File: src/rtl/vec_packer.sv
`timescale 1ns/1ps
`default_nettype none
// ============================================================================
// Module      : vec_packer
// Description : Packs a stream of DW_DATA-bit elements into NUM_OUT-lane
//               vectors for a downstream reduction tree. A vector closes
//               when in_last is seen or all lanes are filled; unused lanes
//               are zero. A one-entry output register, with pass-through
//               ready, gives one element per cycle when out_ready is high.
// Ports       : clk, rst                   - clock, sync active-high reset
//               in_valid/in_ready          - input element handshake
//               in_data, in_last           - element value, vector close
//               out_valid/out_ready        - output vector handshake
//               out_data                   - lane i at [i*DW_DATA +: DW_DATA]
//               out_count                  - filled lanes (1..NUM_OUT)
//               out_last                   - 1: closed by in_last, 0: full
// Revision    : 1.0 - initial release
// ============================================================================
module vec_packer #(
    parameter int NUM_OUT = 8,
    parameter int DW_DATA = 8
) (
    input  logic                          clk,
    input  logic                          rst,
    input  logic                          in_valid,
    output logic                          in_ready,
    input  logic [DW_DATA-1:0]            in_data,
    input  logic                          in_last,
    output logic                          out_valid,
    input  logic                          out_ready,
    output logic [NUM_OUT*DW_DATA-1:0]    out_data,
    output logic [$clog2(NUM_OUT+1)-1:0]  out_count,
    output logic                          out_last
);

    localparam int              c_CW       = $clog2(NUM_OUT + 1);
    localparam logic [c_CW-1:0] c_CNT_LAST = c_CW'(NUM_OUT - 1);

    localparam logic [0:0] c_ST_IDLE = 1'b0;
    localparam logic [0:0] c_ST_FILL = 1'b1;

    logic [0:0]                 r_state;
    logic [c_CW-1:0]            r_cnt;
    logic [NUM_OUT*DW_DATA-1:0] r_asm;
    logic [NUM_OUT*DW_DATA-1:0] r_out_data;
    logic [c_CW-1:0]            r_out_count;
    logic                       r_out_valid;
    logic                       r_out_last;

    logic                       w_in_fire;
    logic                       w_out_fire;
    logic                       w_closing;
    logic [c_CW-1:0]            w_lane_sel;
    logic [NUM_OUT*DW_DATA-1:0] w_asm_next;

    // Ready depends only on the output register, so there is no
    // combinational path from in_valid back to in_ready.
    assign in_ready   = !r_out_valid || out_ready;
    assign w_in_fire  = in_valid && in_ready;
    assign w_out_fire = r_out_valid && out_ready;
    assign w_closing  = in_last || (r_cnt == c_CNT_LAST);

    // In IDLE the counter is zero, so the element always lands in lane 0.
    assign w_lane_sel = (r_state == c_ST_IDLE) ? '0 : r_cnt;

    // Assembly contents including the element being offered this cycle.
    // Lanes above the write lane are already zero, which provides the
    // padding for short vectors without extra masking.
    always_comb begin
        w_asm_next = r_asm;
        for (int i = 0; i < NUM_OUT; i++) begin
            if (w_lane_sel == c_CW'(i)) begin
                w_asm_next[i*DW_DATA +: DW_DATA] = in_data;
            end
        end
    end

    always_ff @(posedge clk) begin
        if (rst) begin
            r_state     <= c_ST_IDLE;
            r_cnt       <= '0;
            r_asm       <= '0;
            r_out_data  <= '0;
            r_out_count <= '0;
            r_out_valid <= 1'b0;
            r_out_last  <= 1'b0;
        end else begin
            if (w_in_fire) begin
                if (w_closing) begin
                    // Hand the finished vector to the output register and
                    // clear the assembly for the next vector.
                    r_out_data  <= w_asm_next;
                    r_out_count <= r_cnt + c_CW'(1);
                    r_out_last  <= in_last;
                    r_asm       <= '0;
                    r_cnt       <= '0;
                    r_state     <= c_ST_IDLE;
                end else begin
                    r_asm       <= w_asm_next;
                    r_cnt       <= r_cnt + c_CW'(1);
                    r_state     <= c_ST_FILL;
                end
            end

            // A closing accept may coincide with draining the old vector;
            // the new one takes its place with no idle cycle.
            if (w_in_fire && w_closing) begin
                r_out_valid <= 1'b1;
            end else if (w_out_fire) begin
                r_out_valid <= 1'b0;
            end
        end
    end

    assign out_valid = r_out_valid;
    assign out_data  = r_out_data;
    assign out_count = r_out_count;
    assign out_last  = r_out_last;

endmodule
`default_nettype wire

File: config.mk
export PLATFORM = sky130hd
export DESIGN_NAME = vec_packer
export DESIGN_NICKNAME = d
export VERILOG_FILES = /design/src/rtl/vec_packer.sv
export SDC_FILE = /design/constraint.sdc
export NUM_CORES = 1
export LEC_CHECK = 0
export ABC_CLOCK_PERIOD_IN_PS = 2630
export CORE_MARGIN = 2
export CORE_UTILIZATION = 40
export CTS_BUF_LIST = sky130_fd_sc_hd__clkbuf_2
export CTS_CLUSTER_SIZE = 28
export DETAILED_ROUTE_END_ITERATION = 10
export PLACE_DENSITY = 0.6
export SYNTH_ARGS = -nofsm -noshare
export SYNTH_HDL_FRONTEND = slang
export SYNTH_SLANG_ARGS = --single-unit
File: constraint.sdc
create_clock -name clk -period 2.63 [get_ports clk]
set_clock_uncertainty 0.1 [all_clocks]
set_input_delay 0.6575 -clock clk [delete_from_list [all_inputs] [get_ports clk]]
set_output_delay 0.6575 -clock clk [all_outputs]
set_load 0.1 [all_outputs]
**After elaboration in Yosys (flattened, before gate mapping)**

Cells that the tools add are included.

- Output and inout port bits: 71
- Flip-flop bits (word level): 139
- Logic and storage cells: 39

- Muxes and demuxes: 14
- Equal/unequal tests: 8
- Add/sub/neg operators: 1
- Reduce and logical (&&, ||, !) cells: 9

Operators by type and width:

| kind | number |
|---|---|
| 2-to-1 mux 64 bit | 1 |
| 2-to-1 mux 8 bit | 8 |
| == test 4 x 3 -> 1 bit, second input constant | 5 |
| == test 4 x 2 -> 1 bit, second input constant | 2 |
| 2-to-1 mux 4 bit | 2 |
| adder 4 x 1 -> 4 bit, second input constant | 1 |
| == test 4 x 1 -> 1 bit, second input constant | 1 |
| logical NOT 4 bit | 1 |
| logical AND 1 bit | 3 |
| 2-to-1 mux 1 bit | 3 |
| logical OR 1 bit | 2 |
| AND reduction 2 bit | 1 |
| nonzero test 2 bit | 1 |
| logical NOT 1 bit | 1 |

**Logic depth before layout (Yosys ltp)**

- Word-level depth: 5
- Mapped depth: 8

**Worst setup path before layout**

No wires, ideal clock.

- Path kind: register to register
- Start point: register r_out_valid (netlist: out_valid)
- End point: register r_out_data[44] (netlist: out_data[44])
- Data arrival time: 2299 ps
- Library setup time: 68 ps
- Path slack: 163 ps
- Period minus slack after synthesis: 2467 ps
- Path buffers: 3
- Cell stages (with the launch flop): 8
- Cell sequence: dfxtp_1 nand2b_1 buf_4 and2_1 a21oi_2 buf_2 buf_2 o2bb2ai_2

- Cells in the longest elaborated chain, start to end: 4

RTL lines:

| what | RTL line | RTL |
|---|---|---|
| start: declaration | 47 | `logic r_out_valid;` |
| start signal: assignment | 85 | `r_out_valid <= 1'b0;` |
| start signal: assignment | 108 | `r_out_valid <= 1'b1;` |
| start signal: assignment | 110 | `r_out_valid <= 1'b0;` |
| logical NOT 1 bit | 58 | `assign in_ready = !r_out_valid \|\| out_ready;` |
| logical OR 1 bit | 58 |  |
| named net in_ready | 26 | `output logic in_ready,` |
| logical AND 1 bit | 59 | `assign w_in_fire = in_valid && in_ready;` |
| AND reduction 2 bit (no source line) | -- |  |
| end signal: assignment | 92 | `r_out_data <= w_asm_next;` |
| end: declaration | 45 | `logic [NUM_OUT*DW_DATA-1:0] r_out_data;` |

The timed path passes the listed nets, and every way through them passes these cells.
A chain may end at the register's enable or synchronous reset.

**Worst setup path in the final report**

- Start point: input out_ready
- End point: output in_ready

- Cells in the longest elaborated chain, start to end: 1

RTL lines:

| what | RTL line | RTL |
|---|---|---|
| start: declaration | 30 | `input logic out_ready,` |
| logical OR 1 bit | 58 |  |
| end: declaration | 26 |  |

Every way passes these cells.

==> results.ini <==
[outcome]
outcome=completed

[timing]
tightestPinTransition_ns=0.683
fmax_mhz=416
finalSetupViolCount=0
finalHoldViolations=0
max-slew-margin-rel_pct=54.5
rsz0062_at_grt=no
min_period_ns=2.41
tns_ns=0
drv_slew=0
finalWorstSetupSlack_ns=0.225
finalCritPeriodShare_pct=91.5

[power]
power.density_nw_per_um2=532
p_leak_nw=2.59
finalPower_w=0.00354
ir_drop_uv=227

[yosys]
ys.warnings.count=0
synth_top_area_cell=dfxtp_1
synthCells=465
synth_seq_cells=139
syn_area_um2=5560
synth_top_area_share_pct=50.0
synth_area_per_cell_um2=12.0
synth.distinct_cells=40
synth.area.top_cells=dfxtp_1 50%, o2bb2ai_1 13%, mux2i_1 12%
ys_seq_area_share_pct=50.0
syn-num-nets=479

[clock_network]
numCtsBuffers=17
clock_path_buffers=2
clk_latency_ns=0.70
cts_resized=0
root_buffer=clkbuf_2
clock_sinks=139
postCtsSetupBuffers=0
htreeDepth=4
ctsHoldBuffers=0
cts_tree=done
path_clk_slew_ns=0.20

[detailed_routing]
viasPerCell=5.42
via_count=4041
firstDrtPassIters=5
drt-initial-drc-count=199
detail_route.wl_per_cell_um=18.8
drc=0
routed_wl_um=14000
ant_nets=0

[worst_setup_path]
critPathCaptureType=output port
cp_slowest_cell=clkdlybuf4s50_1
critPathMaxFanout=4
crit_family=buffers and inverters
crit_arrival_ns=1.65
critPathBufInv=3
start_kind=primary input
worstSetupPathType=primary input to output port
worst_path_largest_cell_delay_ns=0.45
crit_required_ns=1.87
crit_chain=clkdlybuf4s50_1 -> nand2b_1 -> buf_4 -> buf_12

[layout]
fin_nets=569
design_area_um2=6650
final_core_util_pct=48.5
num_antenna_cells=0
drive_gt1_share_pct=28.0
fillers=1293
area_growth_pct=19.5

[floorplan]
die_x_um=122
die_y_um=122
initial_utilization_pct=40.6
coreArea_um2=13700
rows=43
io_pins=84
die_area_um2=14900

[place]
gp_congestion=0.814
dp_hpwl_um=9560
pre_cts_slack_ns=0.0884
portBuffers=83
placed_area_um2=6480

[global_routing]
grt_pass1_wl_um=22100
antenna_found_initial=0
grt_max_degree=35
first_global_vias=3935
grt-ovfl-total=0
grt.total_usage_pct=19.5

[min_path]
hold_class=register to register

[run]
maxCapViolCount=0

layout by cell type, fill, tap and decap left out, types with 2 or more instances in the layout:
cell and count:
buf_4 91, clkinv_1 5, or3_1 4, clkdlybuf4s50_1 12, clkinv_2 3, o2bb2ai_2 23
buf_12 4, o21ai_0 2, nor2_1 4, o2bb2ai_1 84, nor2b_1 11, a22o_1 24
a21oi_1 11, dfxtp_1 139, clkinvlp_4 3, nand3b_2 2, a31oi_1 2, mux2i_1 65
clkbuf_2 18, nand2b_1 12, nand3_1 3, o211ai_1 6, nor2_8 2, or2_1 2
nand2_1 11, nor2_4 4
synthesized netlist by cell type (all sizes together):
master / instances
nor2: 11
nor2b: 11
a21oi: 13
o21a: 1
and3b: 1
clkbuf: 9
a2bb2oi: 1
o311ai: 1
clkinv: 1
o211ai: 6
inv: 1
xor2: 1
and2: 1
or3b: 1
a31oi: 2
o2bb2ai: 107
and3: 1
nand2: 12
nand2b: 12
o21ai: 2
mux2i: 65
or2: 2
buf: 27
ha: 1
a22o: 24
nand3b: 2
or3: 5
dfxtp: 139
nand3: 4
o41ai: 1
metal layers:
layer | share of wire (%) | vias up | global-route usage, %
met4 | 0.98 | 0 | 6.47
met2 | 46 | 92 | 30.2
met1 | 48 | 1975 | 26.6
li1 | - | 1962 | -
met3 | 5.0 | 12 | 5.06
met5 | 0 | - | 0
where the power goes:
part           switching, W  internal [W]  total (W)
clock              0.000730      0.000309    0.00104
sequential        0.0000136       0.00213    0.00214
combinational      0.000256      0.000104   0.000359
cell families (layout without fill, tap and decap cells):
| kind of cell | after synthesis | count (layout) | synth area share, % |
|---|---|---|---|
| compound gates | 158 | 158 | 26.3 |
| xor+xnor | 1 | 1 | 0.157 |
| fa+ha+maj | 1 | 1 | 0.225 |
| buf+inv | 38 | 138 | 3.91 |
| flops | 139 | 139 | 50.0 |
| mux | 65 | 65 | 11.7 |
| simple gates | 63 | 63 | 7.67 |
sequential cells by signal (all words and copies together) (netlist names):
name,count
out_data,64
r_asm,64
out_count,4
r_cnt,4
out_last,1
out_valid,1
r_state,1
cell type report:
type	count	area, um2	area share (%)
flip-flops and latches	139	2780	41.8
multi-input cells	288	2580	38.8
clock buffers	18	90.1	1.35
inverters	2	7.51	0.113
repair buffers	107	883	13.3
clock inverters	11	82.6	1.24
well taps	180	225	3.39
worst paths after layout:
kind / cells past startpoint / from / end / slack (ns)
hold reg to reg: 1 / out_data[15] / out_data[15] / 0.38
setup reg to reg: 6 / r_cnt[1] / out_data[8] / 0.40
setup / recovery: 4 / out_ready / in_ready / 0.22
hold / removal: 1 / out_data[15] / out_data[15] / 0.38
stage by stage:
step,hold WS [ns],instances
5_1_grt,0.394,745
3_3_place_gp,0.344,716
6_report,0.382,745
2_1_floorplan,0.332,465
4_1_cts,0.384,745
3_5_place_dp,0.346,716
No activity file was read; power rests on OpenSTA's default activity.
